--- src/rtl/if_id_stage.sv ---
// rtl/if_id_stage.sv - instruction fetch / IF-ID pipeline register with stall, redirect and halt
//
// Purpose: holds the fetch PC and the IF/ID register. After reset, one FILL
// cycle primes ID. The stage then runs with per-cycle priority
// halt > stall > redirect > sequential, and finally freezes in HALT.
// Optional feature macro: IF_STALL_COUNT_EN adds a saturating stall_count output.
//
// Ports:
//   clk, rst_n       clock (rising edge), asynchronous active-low reset
//   nop_lock_id      stall request from the data-dependence unit
//   Jump_id[1:0]     jump class in ID (00 none, 01 jr, 10 j, 11 jal)
//   branch_taken_id  conditional branch in ID resolved taken
//   target_id[31:0]  redirect address; bits [1:0] ignored
//   halt_id          syscall-exit decoded in ID
//   instr_if[31:0]   ROM data for pc_if (combinational)
//   pc_if[31:0]      fetch address to the ROM
//   pc_id, instr_id, valid_id  IF/ID register contents
//   halted           sticky halt flag
//   fetch_count      instructions latched into ID with valid_id=1
//   stall_count      (IF_STALL_COUNT_EN only) RUN cycles stalled on a valid ID
module if_id_stage #(
  parameter logic [31:0] PC_RESET = 32'h0000_3000
) (
  input  logic        clk,
  input  logic        rst_n,
  input  logic        nop_lock_id,
  input  logic [1:0]  Jump_id,
  input  logic        branch_taken_id,
  input  logic [31:0] target_id,
  input  logic        halt_id,
  input  logic [31:0] instr_if,
  output logic [31:0] pc_if,
  output logic [31:0] pc_id,
  output logic [31:0] instr_id,
  output logic        valid_id,
  output logic        halted,
  output logic [31:0] fetch_count
`ifdef IF_STALL_COUNT_EN
  ,
  output logic [31:0] stall_count
`endif
);

  typedef enum logic [1:0] {
    FILL = 2'd0,
    RUN  = 2'd1,
    HALT = 2'd2
  } state_t;

  // Fetch addresses are word aligned; drop any low bits of the reset vector.
  localparam logic [31:0] PC_RESET_AL = {PC_RESET[31:2], 2'b00};

  state_t      state_q, state_d;
  logic [31:0] pc_if_d, pc_id_d, instr_id_d, fetch_count_d;
  logic        valid_id_d, halted_d;
  logic        do_halt, do_stall, do_redirect, do_fetch;
  logic        unused_target_lsb;

  assign unused_target_lsb = ^target_id[1:0];

  always_comb begin
    state_d       = state_q;
    pc_if_d       = pc_if;
    pc_id_d       = pc_id;
    instr_id_d    = instr_id;
    valid_id_d    = valid_id;
    halted_d      = halted;
    fetch_count_d = fetch_count;
    do_halt       = 1'b0;
    do_stall      = 1'b0;
    do_redirect   = 1'b0;
    do_fetch      = 1'b0;

    case (state_q)
      FILL: begin
        do_fetch = 1'b1;
        state_d  = RUN;
      end
      RUN: begin
        // A bubble in ID carries no instruction, so its control inputs are
        // meaningless and every qualifier below is gated by valid_id.
        do_halt     = halt_id & valid_id;
        do_stall    = ~do_halt & nop_lock_id & valid_id;
        do_redirect = ~do_halt & ~do_stall & valid_id &
                      ((Jump_id != 2'b00) | branch_taken_id);
        do_fetch    = ~do_halt & ~do_stall & ~do_redirect;
        if (do_halt) state_d = HALT;
      end
      HALT: begin
        state_d = HALT;
      end
      default: begin
        state_d = FILL;
      end
    endcase

    if (do_fetch) begin
      pc_if_d       = pc_if + 32'd4;
      pc_id_d       = pc_if;
      instr_id_d    = instr_if;
      valid_id_d    = 1'b1;
      fetch_count_d = fetch_count + 32'd1;
    end else if (do_redirect) begin
      // No delay slot: the instruction fetched behind the jump is squashed.
      pc_if_d    = {target_id[31:2], 2'b00};
      instr_id_d = 32'd0;
      valid_id_d = 1'b0;
    end else if (do_halt) begin
      instr_id_d = 32'd0;
      valid_id_d = 1'b0;
      halted_d   = 1'b1;
    end
  end

  always_ff @(posedge clk or negedge rst_n) begin
    if (!rst_n) begin
      state_q     <= FILL;
      pc_if       <= PC_RESET_AL;
      pc_id       <= 32'd0;
      instr_id    <= 32'd0;
      valid_id    <= 1'b0;
      halted      <= 1'b0;
      fetch_count <= 32'd0;
    end else begin
      state_q     <= state_d;
      pc_if       <= pc_if_d;
      pc_id       <= pc_id_d;
      instr_id    <= instr_id_d;
      valid_id    <= valid_id_d;
      halted      <= halted_d;
      fetch_count <= fetch_count_d;
    end
  end

`ifdef IF_STALL_COUNT_EN
  // Counts every RUN cycle that presents a stall request on a valid ID
  // instruction, even when a concurrent halt takes priority.
  always_ff @(posedge clk or negedge rst_n) begin
    if (!rst_n) begin
      stall_count <= 32'd0;
    end else if ((state_q == RUN) && nop_lock_id && valid_id &&
                 (stall_count != 32'hFFFF_FFFF)) begin
      stall_count <= stall_count + 32'd1;
    end
  end
`endif

endmodule

--- config.mk ---
export PLATFORM = sky130hd
export DESIGN_NAME = if_id_stage
export DESIGN_NICKNAME = d
export VERILOG_FILES = /design/src/rtl/if_id_stage.sv
export SDC_FILE = /design/constraint.sdc
export NUM_CORES = 1
export LEC_CHECK = 0
export CELL_PAD_IN_SITES_DETAIL_PLACEMENT = 2
export CELL_PAD_IN_SITES_GLOBAL_PLACEMENT = 2
export CORE_ASPECT_RATIO = 1.25
export CORE_MARGIN = 2
export CORE_UTILIZATION = 29
export DETAILED_ROUTE_END_ITERATION = 8
export PLACE_DENSITY_LB_ADDON = 0.1
export SYNTH_ARGS = -nofsm -noshare
export SYNTH_HDL_FRONTEND = slang
export SYNTH_SLANG_ARGS = --single-unit
--- constraint.sdc ---
create_clock -name clk -period 2.89 [get_ports clk]
set_input_delay 0.4335 -clock clk [delete_from_list [all_inputs] [get_ports clk]]
set_output_delay 0.4335 -clock clk [all_outputs]
set_load 0.005 [all_outputs]
==> out/metrics.cfg, run 1 <==
[synthesis]
async_flop_share_pct=100
synth_cell_types=56
post_synth.cell_area_avg_um2=10.4
ys_seq_elements=128
ys.flop_type=dfrtp_1
synth_edf_count=0
ys_seq_area_share_pct=55.1
netlist_instances=560
syn_area_um2=5810
synth_warnings=0

[sta]
fmax_mhz=406
hold_viol=0
period_share_pct=85.2
rsz0062_at_grt=no
finalClockSkew_ns=0.00939
final.setup.tns_ns=0
finalWorstSetupSlack_ns=0.426
maxSlewHeadroom_pct=51.3
min_period_ns=2.46
setup_viol=0
drv_slew=0
tightest_slew_ns=0.730
whs_ns=0.469

[global_routing]
gr-total-overflow=0
grt.total_usage_pct=19.5
grt_max_degree=76
grt_pass1_wl_mm=32.1
antenna_found_initial=2
grt_pass1_vias=5719

[die]
io_pins=201
rows=57
initial_core_util_pct=29.7
coreArea_um2=19500
die_h_um=162
die_area_um2=21200
die_w_um=131

[place]
placed_area_um2=8070
pre_cts_ws_ns=0.197
dp_hpwl_mm=14.4
dp.cells=1004
gp_congestion=0.761
port_buffers=194

[final_layout]
drive_gt1_share_pct=8.81
final_cell_mix=clkdlybuf4s50_1, dfrtp_1, nand2_1, nand3_1, a22o_1
syn2layout_area_growth_pct=49.6
layout_commonest_cell=clkdlybuf4s50_1
layout.cells.non_filler=1039
nets=835
final_area_um2=8700
fillers=2067
fin_util_pct=44.5

[clock_network]
numCtsBuffers=17
clockBufferDepth=2
insertion_delay_ns=0.42
cts_root_buf=clkbuf_16
cts_tree=yes
clkTransAtPathRegs_ns=0.06
htreeDepth=4
numClockSinks=128
cts_setup_buffers=0

[setup_path]
cp.arrival_ns=2.76
worstPathMaxFanout=43
worstPathRequired_ns=3.19
path_class=reg -> reg
endpoint_kind=flip-flop
start_kind=flip-flop

[detailed_routing]
drc=0
routedWlPerCell_um=19.1
drtIter0Drc=194
wirelength_mm=19.8
avgViaCountPerCell=4.96
vias=5155
dr.pass1.iters=4
postRouteAntennaNets=0

[power]
power.leakage_nw=3.71
vdd_drop_max_v=0.000471
p_per_area_nw_per_um2=1140
total_power_mw=9.87

[min_path]
hp-class=reg -> reg

[run_status]
outcome=finished, final reports clean

[flow_run]
drv_cap=0

==> final cells by class <==
class,instances,area (um2),area share [%]
flip-flops and latches,128,3210,36.9
multi-input cells,395,2410,27.7
repair buffers,211,2110,24.3
clock buffers,17,425,4.89
well taps,265,332,3.81
clock inverters,15,184,2.11
inverters,6,22.5,0.259
diodes,2,5.00,0.0575
==> logic make-up after synthesis <==
family	after synthesis	share of synthesized area (%)
XOR/XNOR	34	5.12
multiplexers	4	0.732
AO/OA/AOI/OAI	113	14.4
other	1	0.0645
adder cells (fa/ha/maj)	5	1.08
AND/OR/NAND/NOR	235	19.8
buffers and inverters	40	3.64
flip-flops	128	55.1
==> sequential cells by signal, summed over array words and instances (netlist names) <==
signal       cells
halted           1
pc_if           30
state_q          2
pc_id           30
valid_id         1
instr_id        32
fetch_count     32
==> routing by layer <==
layer  vias up  global-route usage (%)  part of all wire [%]
li1       2391                       -                     -
met2       119                    34.5                    53
met5         -                       0                     0
met3        18                    4.64                   4.0
met4         0                    5.46                   1.4
met1      2627                    23.4                    41
==> worst max-delay path, stage by stage (launching register included) <==
cell	delay, ns
dfrtp_1	0.34
inv_1	0.08
ha_1	0.31
nor2b_4	0.19
a311oi_4	0.67
buf_12	0.29
o21ai_0	0.12
a221o_1	0.30
==> Yosys cell counts, types with 2 or more instances <==
master / number / area share [%]
a22o_1: 32 / 4.8
o22ai_1: 4 / 0.43
nor3_2: 2 / 0.34
xnor2_1: 25 / 3.8
o311ai_1: 2 / 0.30
a31oi_1: 6 / 0.65
a22oi_1: 3 / 0.39
clkbuf_1: 4 / 0.26
dfrtp_1: 126 / 54
o32ai_1: 2 / 0.30
a41oi_1: 3 / 0.45
o221a_2: 3 / 0.58
ha_1: 5 / 1.1
mux2i_1: 2 / 0.34
nor3_1: 8 / 0.69
nand2b_1: 2 / 0.22
buf_4: 7 / 0.90
and2_1: 4 / 0.43
xor2_1: 9 / 1.4
a21o_1: 3 / 0.39
nand4b_1: 2 / 0.30
inv_1: 6 / 0.39
nor4_1: 5 / 0.54
o211ai_1: 6 / 0.77
buf_2: 21 / 1.8
and3_1: 10 / 1.1
mux2_2: 2 / 0.39
a221o_1: 4 / 0.69
dfstp_2: 2 / 0.90
and4_1: 5 / 0.75
o21ai_1: 7 / 0.60
a21oi_1: 15 / 1.3
nand3_1: 34 / 2.9
nand2_1: 118 / 7.6
o21ai_0: 15 / 1.3
nand4_1: 16 / 1.7
nor2_1: 21 / 1.4
==> final timing paths <==
check | startpoint | to | slack [ns] | cells after the start
max | state_q[1] | pc_if[14] | 0.43 | 7
min | pc_id[25] | pc_id[25] | 0.47 | 2
max reg2reg | state_q[1] | pc_if[14] | 0.43 | 7
min reg2reg | pc_id[25] | pc_id[25] | 0.47 | 2
max in group asynchronous | rst_n | pc_if[31] | 1.53 | 3
min in group asynchronous | rst_n | fetch_count[5] | 0.54 | 2
==> report_power, final <==
group	switching (mW)	internal (mW)	total, mW
logic	2.11	2.28	4.39
registers	0.708	2.53	3.24
clock network	0.874	1.37	2.24
==> timing repair <==
item	4_1_cts	5_1_grt
hold buffers	1	0
endpoints found under the hold margin	47	0
setup endpoints to repair	0	0
gates resized for setup	0	0
Power figures use the tool's default switching activity.
==> inputs of run 2 (changes only) <==
- PLACE_DENSITY: not set -> 0.83
- PLACE_DENSITY_LB_ADDON: 0.1 -> not set
==> run 2 against run 1 <==
Net effect: critical path type unchanged; non-clock buffer count decreased by 3; flip-flop and latch count unchanged; the flow now finishes with violations (hold timing); setup slack improved by 0.026 ns; largest power group unchanged; sequential share of layout area increased by 0.43 points; cell count decreased by 0.58%; first-iteration DRC count increased by 1.0%; hold slack got worse by 0.48 ns; clock skew increased by 0.0023 ns; count of clock-buffer cells in the layout increased by 4; clock power decreased by 9.8%.
==> out/metrics.cfg, run 2 (synthesis results as in run 1) <==
[setup_path]
rrSetupSlack_ns=0.45
r2r_cells=6
worstSetupStartpoint=state_q[0]
crit_family=compound AO/OA/AOI/OAI gates
crit_chain=ha_1, nor2b_4, a311oi_4, buf_12, o21ai_1, a221o_1
r2r-end=pc_if[15]
worstPathMaxFanout=40
cp.arrival_ns=2.74
endpoint_kind=flip-flop
crit_slowest_cell=a311oi_4
slowest_delay_ns=0.66
path_class=reg -> reg
timing.critical_path.buf_inv=1
start_kind=flip-flop
worstReg2RegStart=state_q[0]
worstPathRequired_ns=3.19

[final_layout]
nets=832
drive_gt1_share_pct=8.07
syn2layout_area_growth_pct=47.9
diodes=0
final_cell_mix=clkdlybuf4s50_1, dfrtp_1, nand2_1, nand3_1, a22o_1
fin_util_pct=44.0
layout_commonest_cell=clkdlybuf4s50_1
top_regs=fetch_count (32), instr_id (32)

[sta]
setup_viol=0
finalWorstSetupSlack_ns=0.452
rsz0062_at_grt=no
min_period_ns=2.44
final.setup.tns_ns=0
whs_ns=-0.0116
fmax_mhz=410
tightest_slew_ns=0.752
period_share_pct=84.3
maxSlewHeadroom_pct=49.4
finalClockSkew_ns=0.0117
hold_viol=13
drv_slew=0

[global_routing]
grt_pass1_wl_mm=34.5
grt_max_degree=66
grt.total_usage_pct=21.3
antenna_found_initial=0
gr-total-overflow=0
grt_pass1_vias=6040

[clock_network]
postCtsHoldBufs=0
clockBufferDepth=2
htreeDepth=4
insertion_delay_ns=0.43
numClockSinks=128
numCtsBuffers=17
cts_resized=0
cts_setup_buffers=0
cts_root_buf=clkbuf_16
cts_tree=yes
clkTransAtPathRegs_ns=0.06

[place]
port_buffers=194
pre_cts_ws_ns=0.268
gp_congestion=0.808
dp_hpwl_mm=15.4

[detailed_routing]
dr.pass1.iters=4
vias=5246
drc=0
avgViaCountPerCell=5.08
wirelength_mm=21.7
postRouteAntennaNets=0
drtIter0Drc=196
routedWlPerCell_um=21.0

[die]
die_w_um=131
die_h_um=162
die_area_um2=21200
rows=57
io_pins=201
coreArea_um2=19500
initial_core_util_pct=29.7

[power]
p_per_area_nw_per_um2=1140
vdd_drop_max_v=0.000461
power.leakage_nw=3.65

[flow_run]
drv_cap=0

[min_path]
hp-class=in -> async

[run_status]
violations=hold timing
outcome=complete, but fails checks

run 2: changes by cell type in the layout (fill, tap and decap cells not counted), sizes merged:
cell / before / now
clkbuf: 17 / 21
diode: 2 / 0
bufinv: 3 / 1
clkinv: 9 / 4
inv: 9 / 7
dlygate4sd3: 1 / 0
clkinvlp: 0 / 4
buf: 17 / 15
run 2: layer usage:
layer | track usage (%) | part of all wire, % | up-vias | wire length, um
met4 | 5.66 | 1.7 | 0 | 366
met5 | 0 | 0 | - | 0
li1 | - | - | 2375 | -
met3 | 5.83 | 4.7 | 25 | 1020
met2 | 38.6 | 54 | 143 | 11800
met1 | 24.5 | 39 | 2703 | 8490
run 2: final cells by class:
type	count	area, um2
fill	2061	10900
sequential	128	3210
multi-input combinational	395	2410
timing repair buffer	208	2090
clock buffer	21	450
tap	265	332
clock inverter	10	88.8
inverter	6	22.5
run 2: worst register-to-register path: cells and delay by family (launching register included):
kind	cells	cell delay [ns]
buf+inv	1	0.30
compound gates	3	1.10
simple gates	1	0.19
flops	1	0.40
fa+ha+maj	1	0.33
run 2: how the worst max path moves through the flow:
stage | to | slack [ns] | cells past startpoint
3_5_place_dp | pc_if[15] | 0.27 | 6
4_1_cts | pc_if[15] | 0.44 | 6
5_1_grt | pc_if[14] | 0.31 | 7
2_1_floorplan | pc_if[23] | 0.92 | 8
6_report | pc_if[15] | 0.45 | 6
3_3_place_gp | pc_if[14] | 0.30 | 6
run 2: power by group:
| part | leakage (nW) | total [mW] | internal [mW] | switching [mW] |
|---|---|---|---|---|
| Combinational | 1.79 | 4.49 | 2.27 | 2.21 |
| Sequential | 1.60 | 3.27 | 2.53 | 0.745 |
| Clock | 0.255 | 2.02 | 1.19 | 0.824 |
run 2: stage by stage:
stage / cells / power, mW / hold slack (ns) / area [um2]
2_1_floorplan: 563 / 5.31 / 0.138 / 5820
3_3_place_gp: 1002 / 7.51 / 0.452 / 8060
3_5_place_dp: 1002 / 7.82 / 0.458 / 8060
4_1_cts: 1033 / 9.94 / 0.0236 / 8600
5_1_grt: 1033 / 10.5 / 0.0306 / 8600
6_report: 1033 / 9.78 / -0.0116 / 8600
